### src/rtl/instruction_fetcher_if.sv
// Program-memory read channel between the instruction fetcher and program memory.
//
// Handshake: the fetcher raises mem_read_valid with mem_read_address and holds
// both stable until memory answers. Memory answers by pulsing mem_read_ready
// for one cycle, with mem_read_data valid in that same cycle. The fetcher drops
// valid on the edge where it samples ready=1. A request is never withdrawn
// except by reset, and memory must then discard the outstanding read.
interface instruction_fetcher_if #(
  parameter int ADDR_BITS = 8,
  parameter int DATA_BITS = 32
);
  logic                 mem_read_valid;
  logic [ADDR_BITS-1:0] mem_read_address;
  logic                 mem_read_ready;
  logic [DATA_BITS-1:0] mem_read_data;

  // Fetcher side: issues requests, consumes responses.
  modport master (
    output mem_read_valid,
    output mem_read_address,
    input  mem_read_ready,
    input  mem_read_data
  );

  // Memory side: accepts requests, returns data.
  modport slave (
    input  mem_read_valid,
    input  mem_read_address,
    output mem_read_ready,
    output mem_read_data
  );
endinterface

### src/rtl/instruction_fetcher.sv
// Per-core instruction fetcher.
// When the scheduler reports FETCH, the fetcher reads the word at current_pc from
// program memory, latches it into instruction, and reports FETCHED. It returns to
// IDLE when the scheduler moves on to DECODE.
// Optional feature: define FETCH_LAST_PC_CACHE_EN to add a single-entry cache
// holding the last fetched word. A hit skips memory entirely, and the
// cache_hit_count output reports the number of hits.
module instruction_fetcher #(
  parameter int PROGRAM_MEM_ADDR_BITS = 8,
  parameter int PROGRAM_MEM_DATA_BITS = 32
) (
  input  logic                             clk,
  input  logic                             reset,
  input  logic [2:0]                       core_state,
  input  logic [PROGRAM_MEM_ADDR_BITS-1:0] current_pc,
  instruction_fetcher_if.master            mem,
  output logic [2:0]                       fetcher_state,
  output logic [PROGRAM_MEM_DATA_BITS-1:0] instruction
`ifdef FETCH_LAST_PC_CACHE_EN
  ,
  output logic [15:0]                      cache_hit_count
`endif
);

  localparam logic [2:0] CORE_FETCH  = 3'b001;
  localparam logic [2:0] CORE_DECODE = 3'b010;

  typedef enum logic [2:0] {
    ST_IDLE     = 3'b000,
    ST_FETCHING = 3'b001,
    ST_FETCHED  = 3'b010
  } fetch_state_t;

  fetch_state_t                     state_q;
  logic                             mem_valid_q;
  logic [PROGRAM_MEM_ADDR_BITS-1:0] mem_addr_q;
  logic [PROGRAM_MEM_DATA_BITS-1:0] instr_q;

`ifdef FETCH_LAST_PC_CACHE_EN
  logic                             cached_valid;
  logic [PROGRAM_MEM_ADDR_BITS-1:0] cached_pc;
  logic [PROGRAM_MEM_DATA_BITS-1:0] cached_word;
  logic [15:0]                      hit_count_q;
  logic                             cache_hit;

  // A hit needs a valid entry whose address matches the PC being fetched.
  assign cache_hit       = cached_valid && (current_pc == cached_pc);
  assign cache_hit_count = hit_count_q;
`endif

  // The state register doubles as the scheduler-visible status and the debug view.
  assign fetcher_state        = state_q;
  assign mem.mem_read_valid   = mem_valid_q;
  assign mem.mem_read_address = mem_addr_q;
  assign instruction          = instr_q;

  // Fetch FSM: issue the request, wait for ready, hold the word until DECODE.
  always_ff @(posedge clk or posedge reset) begin
    if (reset) begin
      state_q     <= ST_IDLE;
      mem_valid_q <= 1'b0;
      mem_addr_q  <= '0;
      instr_q     <= '0;
`ifdef FETCH_LAST_PC_CACHE_EN
      cached_valid <= 1'b0;
      cached_pc    <= '0;
      cached_word  <= '0;
      hit_count_q  <= '0;
`endif
    end else begin
      case (state_q)
        ST_IDLE: begin
          if (core_state == CORE_FETCH) begin
`ifdef FETCH_LAST_PC_CACHE_EN
            if (cache_hit) begin
              // Serve straight from the cache; memory never sees a request.
              instr_q <= cached_word;
              state_q <= ST_FETCHED;
              if (hit_count_q != 16'hFFFF) begin
                hit_count_q <= hit_count_q + 16'd1;
              end
            end else begin
              mem_valid_q <= 1'b1;
              mem_addr_q  <= current_pc;
              state_q     <= ST_FETCHING;
            end
`else
            mem_valid_q <= 1'b1;
            mem_addr_q  <= current_pc;
            state_q     <= ST_FETCHING;
`endif
          end
        end

        ST_FETCHING: begin
          // The request stays up whatever the scheduler does; only ready ends it.
          if (mem.mem_read_ready) begin
            instr_q     <= mem.mem_read_data;
            mem_valid_q <= 1'b0;
            state_q     <= ST_FETCHED;
`ifdef FETCH_LAST_PC_CACHE_EN
            cached_valid <= 1'b1;
            cached_pc    <= mem_addr_q;
            cached_word  <= mem.mem_read_data;
`endif
          end
        end

        ST_FETCHED: begin
          if (core_state == CORE_DECODE) begin
            state_q <= ST_IDLE;
          end
        end

        default: begin
          // Illegal encoding: drop any request and restart from IDLE.
          mem_valid_q <= 1'b0;
          state_q     <= ST_IDLE;
        end
      endcase
    end
  end

endmodule

### src/flat_wrapper.sv
// flat-port wrapper written by rule: the top's interface ports become plain ports
module instruction_fetcher_flat 
#(
  parameter int PROGRAM_MEM_ADDR_BITS = 8,
  parameter int PROGRAM_MEM_DATA_BITS = 32
)
  (clk, reset, core_state, current_pc, fetcher_state, instruction, mem_mem_read_valid, mem_mem_read_address, mem_mem_read_ready, mem_mem_read_data);
  instruction_fetcher_if #(.ADDR_BITS((8)), .DATA_BITS((32))) mem_i ();
  input  logic clk;
  input  logic reset;
  input  logic [2:0] core_state;
  input  logic [PROGRAM_MEM_ADDR_BITS-1:0] current_pc;
  output logic [2:0] fetcher_state;
  output logic [PROGRAM_MEM_DATA_BITS-1:0] instruction;
  output wire logic [$bits(mem_i.mem_read_valid)-1:0] mem_mem_read_valid;
  output wire logic [$bits(mem_i.mem_read_address)-1:0] mem_mem_read_address;
  input wire logic [$bits(mem_i.mem_read_ready)-1:0] mem_mem_read_ready;
  input wire logic [$bits(mem_i.mem_read_data)-1:0] mem_mem_read_data;
  assign mem_mem_read_valid = mem_i.mem_read_valid;
  assign mem_mem_read_address = mem_i.mem_read_address;
  assign mem_i.mem_read_ready = mem_mem_read_ready;
  assign mem_i.mem_read_data = mem_mem_read_data;
  instruction_fetcher #(.PROGRAM_MEM_ADDR_BITS(PROGRAM_MEM_ADDR_BITS), .PROGRAM_MEM_DATA_BITS(PROGRAM_MEM_DATA_BITS)) u_core (.clk(clk), .reset(reset), .core_state(core_state), .current_pc(current_pc), .mem(mem_i), .fetcher_state(fetcher_state), .instruction(instruction));
endmodule
### config.mk
export PLATFORM = sky130hd
export DESIGN_NAME = instruction_fetcher_flat
export DESIGN_NICKNAME = d
export VERILOG_FILES = /design/src/rtl/instruction_fetcher_if.sv /design/src/rtl/instruction_fetcher.sv /design/src/flat_wrapper.sv
export SDC_FILE = /design/constraint.sdc
export NUM_CORES = 1
export LEC_CHECK = 0
export CORE_UTILIZATION = 34
export CTS_CLUSTER_SIZE = 28
export DETAILED_ROUTE_END_ITERATION = 12
export PLACE_DENSITY = 0.73
export SKIP_CTS_REPAIR_TIMING = 1
export SLEW_MARGIN = 25
export SYNTH_ARGS = -nofsm -noshare
export SYNTH_HDL_FRONTEND = slang
export SYNTH_SLANG_ARGS = --single-unit
### constraint.sdc
create_clock -name clk -period 1.65 [get_ports clk]
set_clock_uncertainty 0.15 [all_clocks]
set_input_delay 0.2475 -clock clk [delete_from_list [all_inputs] [get_ports clk]]
set_output_delay 0.2475 -clock clk [all_outputs]
set_load 0.005 [all_outputs]
==> run_summary.xml, run 1 <==
<?xml version="1.0" encoding="UTF-8"?>
<metrics>
  <group name="outcome">
    <metric name="run_status" unit="">finished with violations</metric>
    <metric name="violated_checks" unit="">setup timing</metric>
  </group>
  <group name="layout">
    <metric name="flow.area_growth_from_synthesis" unit="%">69.2</metric>
    <metric name="drive_gt1_share" unit="%">28.6</metric>
    <metric name="filler_cell_count" unit="">367</metric>
    <metric name="ant_diodes" unit="">0</metric>
    <metric name="fin_nets" unit="">244</metric>
    <metric name="fin_cells" unit="">253</metric>
  </group>
  <group name="flow_run">
    <metric name="cap_violations" unit="">0</metric>
  </group>
  <group name="logic_synthesis">
    <metric name="yosys.cell_types.count" unit="">15</metric>
    <metric name="synth.top_cell.area_share" unit="%">65.1</metric>
    <metric name="yosys_warnings" unit="">0</metric>
    <metric name="synth_seq_cells" unit="">43</metric>
    <metric name="netlist.top_cell.by_area" unit="">dfrtp_1</metric>
    <metric name="cells_after_synthesis" unit="">101</metric>
    <metric name="synth.cell_area" unit="um2">1650</metric>
    <metric name="mean_instance_size_in_the_synthesized_netlist" unit="um2">16.4</metric>
    <metric name="synth_fp_nets" unit="">147</metric>
    <metric name="seq_total_area_yosys" unit="%">65.1</metric>
    <metric name="synth_top_cells_by_area" unit="">dfrtp_1, mux2_2, buf_4</metric>
  </group>
  <group name="die">
    <metric name="design.die.area" unit="um2">5150</metric>
    <metric name="std_cell_rows" unit="">25</metric>
    <metric name="die-width" unit="um">71.8</metric>
    <metric name="fp.coreArea" unit="um2">4690</metric>
    <metric name="die_h" unit="um">71.8</metric>
    <metric name="floorplan.initialDensity" unit="%">35.3</metric>
    <metric name="ports_placed_on_the_boundary" unit="">90</metric>
  </group>
  <group name="detailed_routing">
    <metric name="drt_drc_violations_left" unit="">0</metric>
    <metric name="route.detailed.vias_per_inst" unit="">4.68</metric>
    <metric name="number_of_nets_still_failing_antenna_checks_after_routing" unit="">0</metric>
    <metric name="vias" unit="">1183</metric>
    <metric name="wirelength" unit="mm">3.81</metric>
    <metric name="drt_iter0_drc" unit="">54</metric>
    <metric name="drt-wirelength-per-cell" unit="um">15.0</metric>
    <metric name="drt_pass1_iterations" unit="">5</metric>
  </group>
  <group name="setup_path">
    <metric name="cp_data_arrival_time" unit="ps">1770</metric>
    <metric name="crit_start" unit="">u_core.fetcher_state[0]</metric>
    <metric name="worst-path-max-fanout" unit="">8</metric>
    <metric name="path_class" unit="">flop to flop</metric>
    <metric name="endpoint" unit="">u_core.mem.mem_read_address[7]</metric>
    <metric name="worstSetupStartpointType" unit="">flop</metric>
    <metric name="r2r_slack" unit="ps">-100</metric>
    <metric name="critPathRequiredTime" unit="ps">1670</metric>
    <metric name="r2r_end" unit="">u_core.mem.mem_read_address[7]</metric>
    <metric name="worstRegToRegCells" unit="">3</metric>
    <metric name="kind_of_capture_point_of_the_worst_setup_path" unit="">flop</metric>
    <metric name="r2r-start" unit="">u_core.fetcher_state[0]</metric>
  </group>
  <group name="clock_network">
    <metric name="tritoncts" unit="">done</metric>
    <metric name="clock_root_buffer" unit="">clkbuf_8</metric>
    <metric name="insertion_delay" unit="ps">280</metric>
    <metric name="cts.reportedPaths.clkPinSlew" unit="ps">80</metric>
    <metric name="cts-buffers-inserted" unit="">5</metric>
    <metric name="htreeDepth" unit="">2</metric>
    <metric name="clock_sink_count" unit="">43</metric>
    <metric name="clk_path_buf_depth" unit="">2</metric>
  </group>
  <group name="place">
    <metric name="place_congestion" unit="">0.814</metric>
    <metric name="dp_cells" unit="">244</metric>
    <metric name="port_buffers" unit="">88</metric>
    <metric name="hpwl" unit="mm">2.82</metric>
  </group>
  <group name="sta">
    <metric name="finalSetupViolCount" unit="">9</metric>
    <metric name="grt_setup_unrepaired" unit="">yes</metric>
    <metric name="timing.final.ws_setup" unit="ps">-97.2</metric>
    <metric name="finalCritPeriodShare" unit="%">106</metric>
    <metric name="hold_slack" unit="ps">141</metric>
    <metric name="hold_viol_final" unit="">0</metric>
    <metric name="final.min_clock_period" unit="ps">1750</metric>
    <metric name="max_freq" unit="MHz">572</metric>
    <metric name="setup_total_negative_slack" unit="ps">-771</metric>
    <metric name="timing_max_transition_violations_final" unit="">0</metric>
  </group>
  <group name="pwr">
    <metric name="total_leakage_power" unit="nW">1.23</metric>
    <metric name="power_per_cell_area" unit="nW/um2">1650</metric>
    <metric name="vdd.ir_drop.worst" unit="mV">0.775</metric>
    <metric name="power.total" unit="mW">4.62</metric>
  </group>
  <group name="grt">
    <metric name="first_pass_grt_wire_length" unit="mm">6.07</metric>
    <metric name="via_count_of_the_first_global_routing_pass" unit="">1327</metric>
    <metric name="grt_start_max_net_pins" unit="">44</metric>
    <metric name="antenna_found_initial" unit="">0</metric>
    <metric name="grt_overflow" unit="">0</metric>
    <metric name="grt_use_total" unit="%">15.4</metric>
  </group>
  <group name="worst_hold_path">
    <metric name="hp-class" unit="">input pin to async pin</metric>
  </group>
</metrics>
[power by group]
| group | leakage [nW] | switching [mW] | internal [mW] | total, mW |
|---|---|---|---|---|
| Clock | 0.0612 | 0.347 | 0.490 | 0.837 |
| Sequential | 0.515 | 0.283 | 1.57 | 1.85 |
| Combinational | 0.652 | 0.510 | 1.42 | 1.93 |
| Total | 1.23 | 1.14 | 3.48 | 4.62 |
[cell usage after synthesis (all sizes together)]
master	instances
a21boi	1
a21oi	1
buf	4
conb	1
dfrtp	43
inv	3
mux2	40
nand2	1
nand2b	1
nand3b	1
nor2	1
nor3b	1
o21ai	1
o22ai	1
or4b	1
[per-stage QoR]
stage          utilization (%)  setup WS [ps]  area (um2)
6_report                  59.7          -97.2        2800
5_1_grt                   59.7           -137        2800
4_1_cts                   58.7           -133        2750
3_5_place_dp              56.2           -445        2640
3_3_place_gp              56.2           -385        2640
2_1_floorplan                -          -55.0        1650
[state kept, by name, indices dropped and copies added (netlist names)]
| name | count |
|---|---|
| u_core.mem.mem_read_address | 8 |
| u_core.fetcher_state | 2 |
| u_core.instruction | 32 |
| u_core.mem.mem_read_valid | 1 |
[worst max-delay path, stage by stage (launching register included)]
cell and delay, ps:
dfrtp_1 390, or4b_4 530, nor2_8 240, mux2_4 320
[worst min-delay path by stage]
stage / start / end / slack, ps / cells after the start
after floorplan: mem_mem_read_data[10] / u_core.instruction[10] / 250 / 1
after global placement: u_core.instruction[7] / u_core.instruction[7] / 340 / 1
after detailed placement: u_core.instruction[18] / u_core.instruction[18] / 340 / 1
after CTS: reset / u_core.instruction[12] / 150 / 3
after global routing: reset / u_core.instruction[6] / 170 / 3
final: reset / u_core.instruction[8] / 140 / 3
[layer usage]
layer	vias to the layer above	part of all wire, %	wire length, um	track usage [%]
met5	-	0	0	0
met2	56	53	2000	28.0
li1	538	-	-	-
met4	0	0.89	34	3.92
met3	5	9.1	346	7.45
met1	584	37	1430	15.7
[cells in the final DEF, fill, tap and decap left out]
cell | Yosys | layout
clkdlybuf4s50_1 | 0 | 85
dfrtp_1 | 43 | 42
mux2_2 | 40 | 32
mux2_4 | 0 | 8
clkbuf_8 | 0 | 6
buf_4 | 4 | 4
dlymetal6s2s_1 | 0 | 3
inv_1 | 3 | 2
buf_12 | 0 | 2
nand3b_1 | 1 | 1
or4b_4 | 1 | 1
nor2_8 | 1 | 1
clkinv_1 | 0 | 1
a21boi_0 | 1 | 1
o22ai_1 | 1 | 1
nand2b_1 | 1 | 1
nor3b_1 | 1 | 1
o21ai_0 | 1 | 1
nand2_1 | 1 | 1
a21oi_1 | 1 | 1
conb_1 | 1 | 1
bufinv_16 | 0 | 1
clkinv_2 | 0 | 1
dfrtp_2 | 0 | 1
[area by class of cell]
cell class,count,area [um2],share of cell area (%)
timing repair buffer,94,958,34.2
sequential,43,1080,38.5
multi-input combinational,51,567,20.3
tap,54,67.6,2.41
inverter,3,11.3,0.402
clock inverter,2,35.0,1.25
clock buffer,6,82.6,2.95
[kinds of logic (layout without fill, tap and decap cells)]
group           after synthesis  after routing  synth area share, %
flops                        43             43                 65.1
buf+inv                       7            105                 2.50
simple gates                  6              6                 3.56
other cells                   1              1                0.227
mux                          40             40                 27.2
compound gates                4              4                 1.44
No activity file was read; power rests on OpenSTA's default activity.
==> run 2, diff against run 1 <==
CORE_MARGIN = 5   (was not set)
==> run 2 against run 1 <==
Largest cell class unchanged. Count of clock-buffer cells in the layout decreased by 1. Via count is 1.0% lower. Critical path depth stayed put. Global-route usage fell by 2.5 points. The flow still finishes with violations (setup timing).
==> run_summary.xml, run 2 (synthesis results as in run 1) <==
<?xml version="1.0" encoding="UTF-8"?>
<metrics>
  <group name="layout">
    <metric name="largest_reg_flops" unit="">32</metric>
    <metric name="drive_gt1_share" unit="%">27.8</metric>
    <metric name="flow.area_growth_from_synthesis" unit="%">66.4</metric>
    <metric name="mostFrequentLayoutCells" unit="">clkdlybuf4s50_1, dfrtp_1, mux2_2</metric>
    <metric name="fin_nets" unit="">243</metric>
    <metric name="utilization" unit="%">58.3</metric>
    <metric name="ant_diodes" unit="">0</metric>
    <metric name="layout.cells.most_common" unit="">clkdlybuf4s50_1</metric>
  </group>
  <group name="detailed_routing">
    <metric name="number_of_nets_still_failing_antenna_checks_after_routing" unit="">0</metric>
    <metric name="route.detailed.vias_per_inst" unit="">4.42</metric>
    <metric name="drt_iter0_drc" unit="">51</metric>
    <metric name="drt_pass1_iterations" unit="">3</metric>
    <metric name="drt_drc_violations_left" unit="">0</metric>
    <metric name="wirelength" unit="mm">3.97</metric>
    <metric name="drt-wirelength-per-cell" unit="um">15.0</metric>
    <metric name="vias" unit="">1171</metric>
  </group>
  <group name="grt">
    <metric name="antenna_found_initial" unit="">0</metric>
    <metric name="via_count_of_the_first_global_routing_pass" unit="">1272</metric>
    <metric name="grt_overflow" unit="">0</metric>
    <metric name="first_pass_grt_wire_length" unit="mm">6.27</metric>
    <metric name="grt_start_max_net_pins" unit="">44</metric>
    <metric name="grt_use_total" unit="%">12.8</metric>
  </group>
  <group name="worst_hold_path">
    <metric name="hp-class" unit="">input pin to async pin</metric>
  </group>
  <group name="die">
    <metric name="die_h" unit="um">79.8</metric>
    <metric name="fp.coreArea" unit="um2">4720</metric>
    <metric name="std_cell_rows" unit="">25</metric>
    <metric name="ports_placed_on_the_boundary" unit="">90</metric>
    <metric name="floorplan.initialDensity" unit="%">35.0</metric>
    <metric name="design.die.area" unit="um2">6360</metric>
    <metric name="die-width" unit="um">79.8</metric>
  </group>
  <group name="clock_network">
    <metric name="insertion_delay" unit="ps">280</metric>
    <metric name="cts-buffers-inserted" unit="">5</metric>
    <metric name="clk_path_buf_depth" unit="">2</metric>
    <metric name="cts.reportedPaths.clkPinSlew" unit="ps">80</metric>
    <metric name="htreeDepth" unit="">2</metric>
    <metric name="tritoncts" unit="">done</metric>
    <metric name="clock_sink_count" unit="">43</metric>
    <metric name="clock_root_buffer" unit="">clkbuf_8</metric>
  </group>
  <group name="sta">
    <metric name="grt_setup_unrepaired" unit="">yes</metric>
    <metric name="finalSetupViolCount" unit="">8</metric>
    <metric name="timing.final.ws_setup" unit="ps">-73.2</metric>
    <metric name="finalCritPeriodShare" unit="%">104</metric>
    <metric name="final.min_clock_period" unit="ps">1720</metric>
    <metric name="hold_slack" unit="ps">156</metric>
    <metric name="setup_total_negative_slack" unit="ps">-419</metric>
    <metric name="hold_viol_final" unit="">0</metric>
    <metric name="timing_max_transition_violations_final" unit="">0</metric>
    <metric name="max_freq" unit="MHz">580</metric>
  </group>
  <group name="setup_path">
    <metric name="max_stage_delay" unit="ps">540</metric>
    <metric name="worstSetupStartpointType" unit="">flop</metric>
    <metric name="r2r_end" unit="">u_core.mem.mem_read_address[1]</metric>
    <metric name="kind_of_capture_point_of_the_worst_setup_path" unit="">flop</metric>
    <metric name="cp_data_arrival_time" unit="ps">1750</metric>
    <metric name="cp_slowest_cell" unit="">or4b_4</metric>
    <metric name="path_class" unit="">flop to flop</metric>
    <metric name="worstRegToRegCells" unit="">3</metric>
    <metric name="worst-path-max-fanout" unit="">8</metric>
    <metric name="r2r_slack" unit="ps">-70</metric>
    <metric name="crit_path_cell_trace" unit="">or4b_4, nor2_8, mux2_2</metric>
    <metric name="critPathRequiredTime" unit="ps">1680</metric>
    <metric name="r2r-start" unit="">u_core.fetcher_state[0]</metric>
  </group>
  <group name="flow_run">
    <metric name="cap_violations" unit="">0</metric>
  </group>
  <group name="place">
    <metric name="place_congestion" unit="">0.717</metric>
    <metric name="detailedPlace.worstSlack" unit="ps">-438</metric>
    <metric name="hpwl" unit="mm">3.06</metric>
    <metric name="port_buffers" unit="">88</metric>
  </group>
  <group name="outcome">
    <metric name="run_status" unit="">finished with violations</metric>
    <metric name="violated_checks" unit="">setup timing</metric>
  </group>
  <group name="pwr">
    <metric name="vdd.ir_drop.worst" unit="mV">0.758</metric>
    <metric name="total_leakage_power" unit="nW">1.21</metric>
    <metric name="power.total" unit="mW">4.35</metric>
    <metric name="power_per_cell_area" unit="nW/um2">1580</metric>
  </group>
</metrics>
## run 2: metrics by stage
stage | area (um2) | cells
after floorplan | 1650 | 101
after global placement | 2650 | 257
after detailed placement | 2650 | 257
after CTS | 2740 | 265
after global routing | 2750 | 265
final | 2750 | 265
## run 2: area by class of cell
type	instances	area (um2)
sequential	43	1080
inverter	3	11.3
tap	67	83.8
fill	380	1970
clock inverter	3	15.0
timing repair buffer	93	953
clock buffer	5	68.8
multi-input combinational	51	544
## run 2: power breakdown
| part | switching [mW] | total [mW] | internal [mW] |
|---|---|---|---|
| Sequential | 0.260 | 1.82 | 1.56 |
| Combinational | 0.516 | 1.89 | 1.38 |
| Clock | 0.342 | 0.632 | 0.290 |
| Total | 1.12 | 4.35 | 3.23 |
## run 2: critical path, delay by kind of cell (launching register included)
family        cells  cell delay (ps)
flops             1              390
mux               1              360
simple gates      2              720
## run 2: how the worst max path moves through the flow
stage	startpoint	to	slack, ps	cells past startpoint
CTS	core_state[2]	u_core.mem.mem_read_address[1]	-130	4
global placement	core_state[2]	u_core.mem.mem_read_address[5]	-390	4
detailed placement	core_state[2]	u_core.mem.mem_read_address[1]	-440	4
global route	u_core.fetcher_state[0]	u_core.mem.mem_read_address[7]	-100	3
floorplan	u_core.fetcher_state[0]	u_core.mem.mem_read_address[0]	-60	3
finish	u_core.fetcher_state[0]	u_core.mem.mem_read_address[1]	-70	3
## run 2: per-layer routing
| layer | track usage, % | vias up | routed length (um) |
|---|---|---|---|
| li1 | - | 540 | - |
| met1 | 15.1 | 566 | 1600 |
| met2 | 21.0 | 60 | 1870 |
| met3 | 5.98 | 5 | 466 |
| met4 | 3.55 | 0 | 33 |
| met5 | 0 | - | 0 |
==> run 3, diff against run 2 <==
MAX_ROUTING_LAYER = met4   (was not set)
==> run 3 against run 2 <==
Cell area did not move. Largest power group unchanged. Register-to-register slack about the same. The run still ends with setup timing left. Non-clock buffer count did not move.
==> run_summary.xml, run 3 (synthesis results as in run 1) <==
<?xml version="1.0" encoding="UTF-8"?>
<metrics>
  <group name="detailed_routing">
    <metric name="wirelength" unit="mm">3.96</metric>
    <metric name="route.detailed.vias_per_inst" unit="">4.44</metric>
    <metric name="drt_iter0_drc" unit="">57</metric>
    <metric name="drt-wirelength-per-cell" unit="um">15.0</metric>
    <metric name="drt_pass1_iterations" unit="">3</metric>
    <metric name="number_of_nets_still_failing_antenna_checks_after_routing" unit="">0</metric>
    <metric name="vias" unit="">1176</metric>
    <metric name="drt_drc_violations_left" unit="">0</metric>
  </group>
  <group name="place">
    <metric name="port_buffers" unit="">88</metric>
    <metric name="place_congestion" unit="">0.726</metric>
    <metric name="hpwl" unit="mm">3.06</metric>
    <metric name="dp_cells" unit="">257</metric>
  </group>
  <group name="clock_network">
    <metric name="cts-buffers-inserted" unit="">5</metric>
    <metric name="clock_sink_count" unit="">43</metric>
    <metric name="clock_root_buffer" unit="">clkbuf_8</metric>
    <metric name="insertion_delay" unit="ps">280</metric>
    <metric name="htreeDepth" unit="">2</metric>
    <metric name="tritoncts" unit="">done</metric>
    <metric name="clk_path_buf_depth" unit="">2</metric>
    <metric name="cts.reportedPaths.clkPinSlew" unit="ps">80</metric>
  </group>
  <group name="die">
    <metric name="std_cell_rows" unit="">25</metric>
    <metric name="die_h" unit="um">79.8</metric>
    <metric name="die-width" unit="um">79.8</metric>
    <metric name="ports_placed_on_the_boundary" unit="">90</metric>
    <metric name="floorplan.initialDensity" unit="%">35.0</metric>
    <metric name="fp.coreArea" unit="um2">4720</metric>
    <metric name="design.die.area" unit="um2">6360</metric>
  </group>
  <group name="sta">
    <metric name="hold_slack" unit="ps">158</metric>
    <metric name="timing_max_transition_violations_final" unit="">0</metric>
    <metric name="hold_viol_final" unit="">0</metric>
    <metric name="timing.final.ws_setup" unit="ps">-72.6</metric>
    <metric name="grt_setup_unrepaired" unit="">yes</metric>
    <metric name="finalCritPeriodShare" unit="%">104</metric>
    <metric name="final.min_clock_period" unit="ps">1720</metric>
    <metric name="finalSetupViolCount" unit="">8</metric>
    <metric name="setup_total_negative_slack" unit="ps">-414</metric>
    <metric name="max_freq" unit="MHz">581</metric>
  </group>
  <group name="pwr">
    <metric name="seqPwrFrac" unit="%">41.9</metric>
    <metric name="net_load_switching_power" unit="mW">1.12</metric>
    <metric name="share_of_power_burned_in_combinational_logic" unit="%">43.6</metric>
    <metric name="total_leakage_power" unit="nW">1.21</metric>
    <metric name="vdd.ir_drop.worst" unit="mV">0.758</metric>
    <metric name="cell_internal_pwr" unit="mW">3.23</metric>
    <metric name="power_per_cell_area" unit="nW/um2">1580</metric>
    <metric name="power.total" unit="mW">4.35</metric>
    <metric name="p_sw_share" unit="%">25.7</metric>
    <metric name="p_clk_share" unit="%">14.5</metric>
  </group>
  <group name="layout">
    <metric name="ant_diodes" unit="">0</metric>
    <metric name="layout.cells.most_common" unit="">clkdlybuf4s50_1</metric>
    <metric name="drive_gt1_share" unit="%">27.8</metric>
    <metric name="filler_cell_count" unit="">380</metric>
    <metric name="fin_nets" unit="">243</metric>
    <metric name="largest_reg_flops" unit="">32</metric>
    <metric name="utilization" unit="%">58.3</metric>
    <metric name="fin_cells" unit="">265</metric>
    <metric name="mostFrequentLayoutCells" unit="">clkdlybuf4s50_1, dfrtp_1, mux2_2</metric>
    <metric name="flow.area_growth_from_synthesis" unit="%">66.4</metric>
  </group>
  <group name="setup_path">
    <metric name="kind_of_capture_point_of_the_worst_setup_path" unit="">flop</metric>
    <metric name="worst-path-max-fanout" unit="">8</metric>
    <metric name="cp_data_arrival_time" unit="ps">1750</metric>
    <metric name="path_class" unit="">flop to flop</metric>
    <metric name="worstSetupStartpointType" unit="">flop</metric>
    <metric name="critPathRequiredTime" unit="ps">1680</metric>
  </group>
  <group name="grt">
    <metric name="grt_start_max_net_pins" unit="">44</metric>
    <metric name="grt_overflow" unit="">0</metric>
    <metric name="antenna_found_initial" unit="">0</metric>
    <metric name="via_count_of_the_first_global_routing_pass" unit="">1269</metric>
    <metric name="first_pass_grt_wire_length" unit="mm">6.30</metric>
    <metric name="grt_use_total" unit="%">13.2</metric>
  </group>
  <group name="flow_run">
    <metric name="cap_violations" unit="">0</metric>
  </group>
  <group name="outcome">
    <metric name="run_status" unit="">finished with violations</metric>
    <metric name="violated_checks" unit="">setup timing</metric>
  </group>
  <group name="worst_hold_path">
    <metric name="hp-class" unit="">input pin to async pin</metric>
  </group>
</metrics>
## run 3: worst max-delay path, stage by stage (launching register included)
cell     delay [ps]
dfrtp_1         390
or4b_4          540
nor2_8          180
mux2_2          360
## run 3: path summary, 6_finish.rpt
| path | from | to | slack, ps | cells after the start |
|---|---|---|---|---|
| worst max-delay path | u_core.fetcher_state[0] | u_core.mem.mem_read_address[1] | -70 | 3 |
| worst min-delay path | reset | u_core.mem.mem_read_address[3] | 160 | 3 |
| worst max register to register | u_core.fetcher_state[0] | u_core.mem.mem_read_address[1] | -70 | 3 |
| worst min register to register | u_core.instruction[12] | u_core.instruction[12] | 360 | 1 |
| max in group asynchronous | reset | u_core.instruction[19] | 980 | 3 |
| min in group clk | core_state[0] | u_core.fetcher_state[1] | 160 | 3 |
## run 3: power groups by stage
stage                     combinational [mW]  sequential (mW)  clock, mW
final                                   1.90             1.82      0.632
after global routing                    2.03             1.91      0.703
after CTS                               1.93             1.83      0.658
after detailed placement                1.92             1.85          0
after global placement                  1.87             1.81          0
after floorplan                        0.550             1.89          0
## run 3: layout make-up
type	instances	area, um2	share of cell area, %
inverters	3	11.3	0.409
clock inverters	3	15.0	0.545
multi-input cells	51	544	19.8
clock buffers	5	68.8	2.50
repair buffers	93	953	34.6
flip-flops and latches	43	1080	39.1
well taps	67	83.8	3.05
## run 3: stage by stage
stage,setup WS [ps],cell area (um2)
finish,-72.6,2750
global route,-98.4,2750
CTS,-130,2740
detailed placement,-438,2650
global placement,-389,2650
floorplan,-55.0,1650
## run 3: routing by layer
metal  share of wire, %  up-vias  GRT usage, %
met2                 47       60          20.7
met5                  0        -             -
met3                 10        5          5.19
met1                 42      572          16.1
met4               0.83        0          3.55
li1                   -      539             -
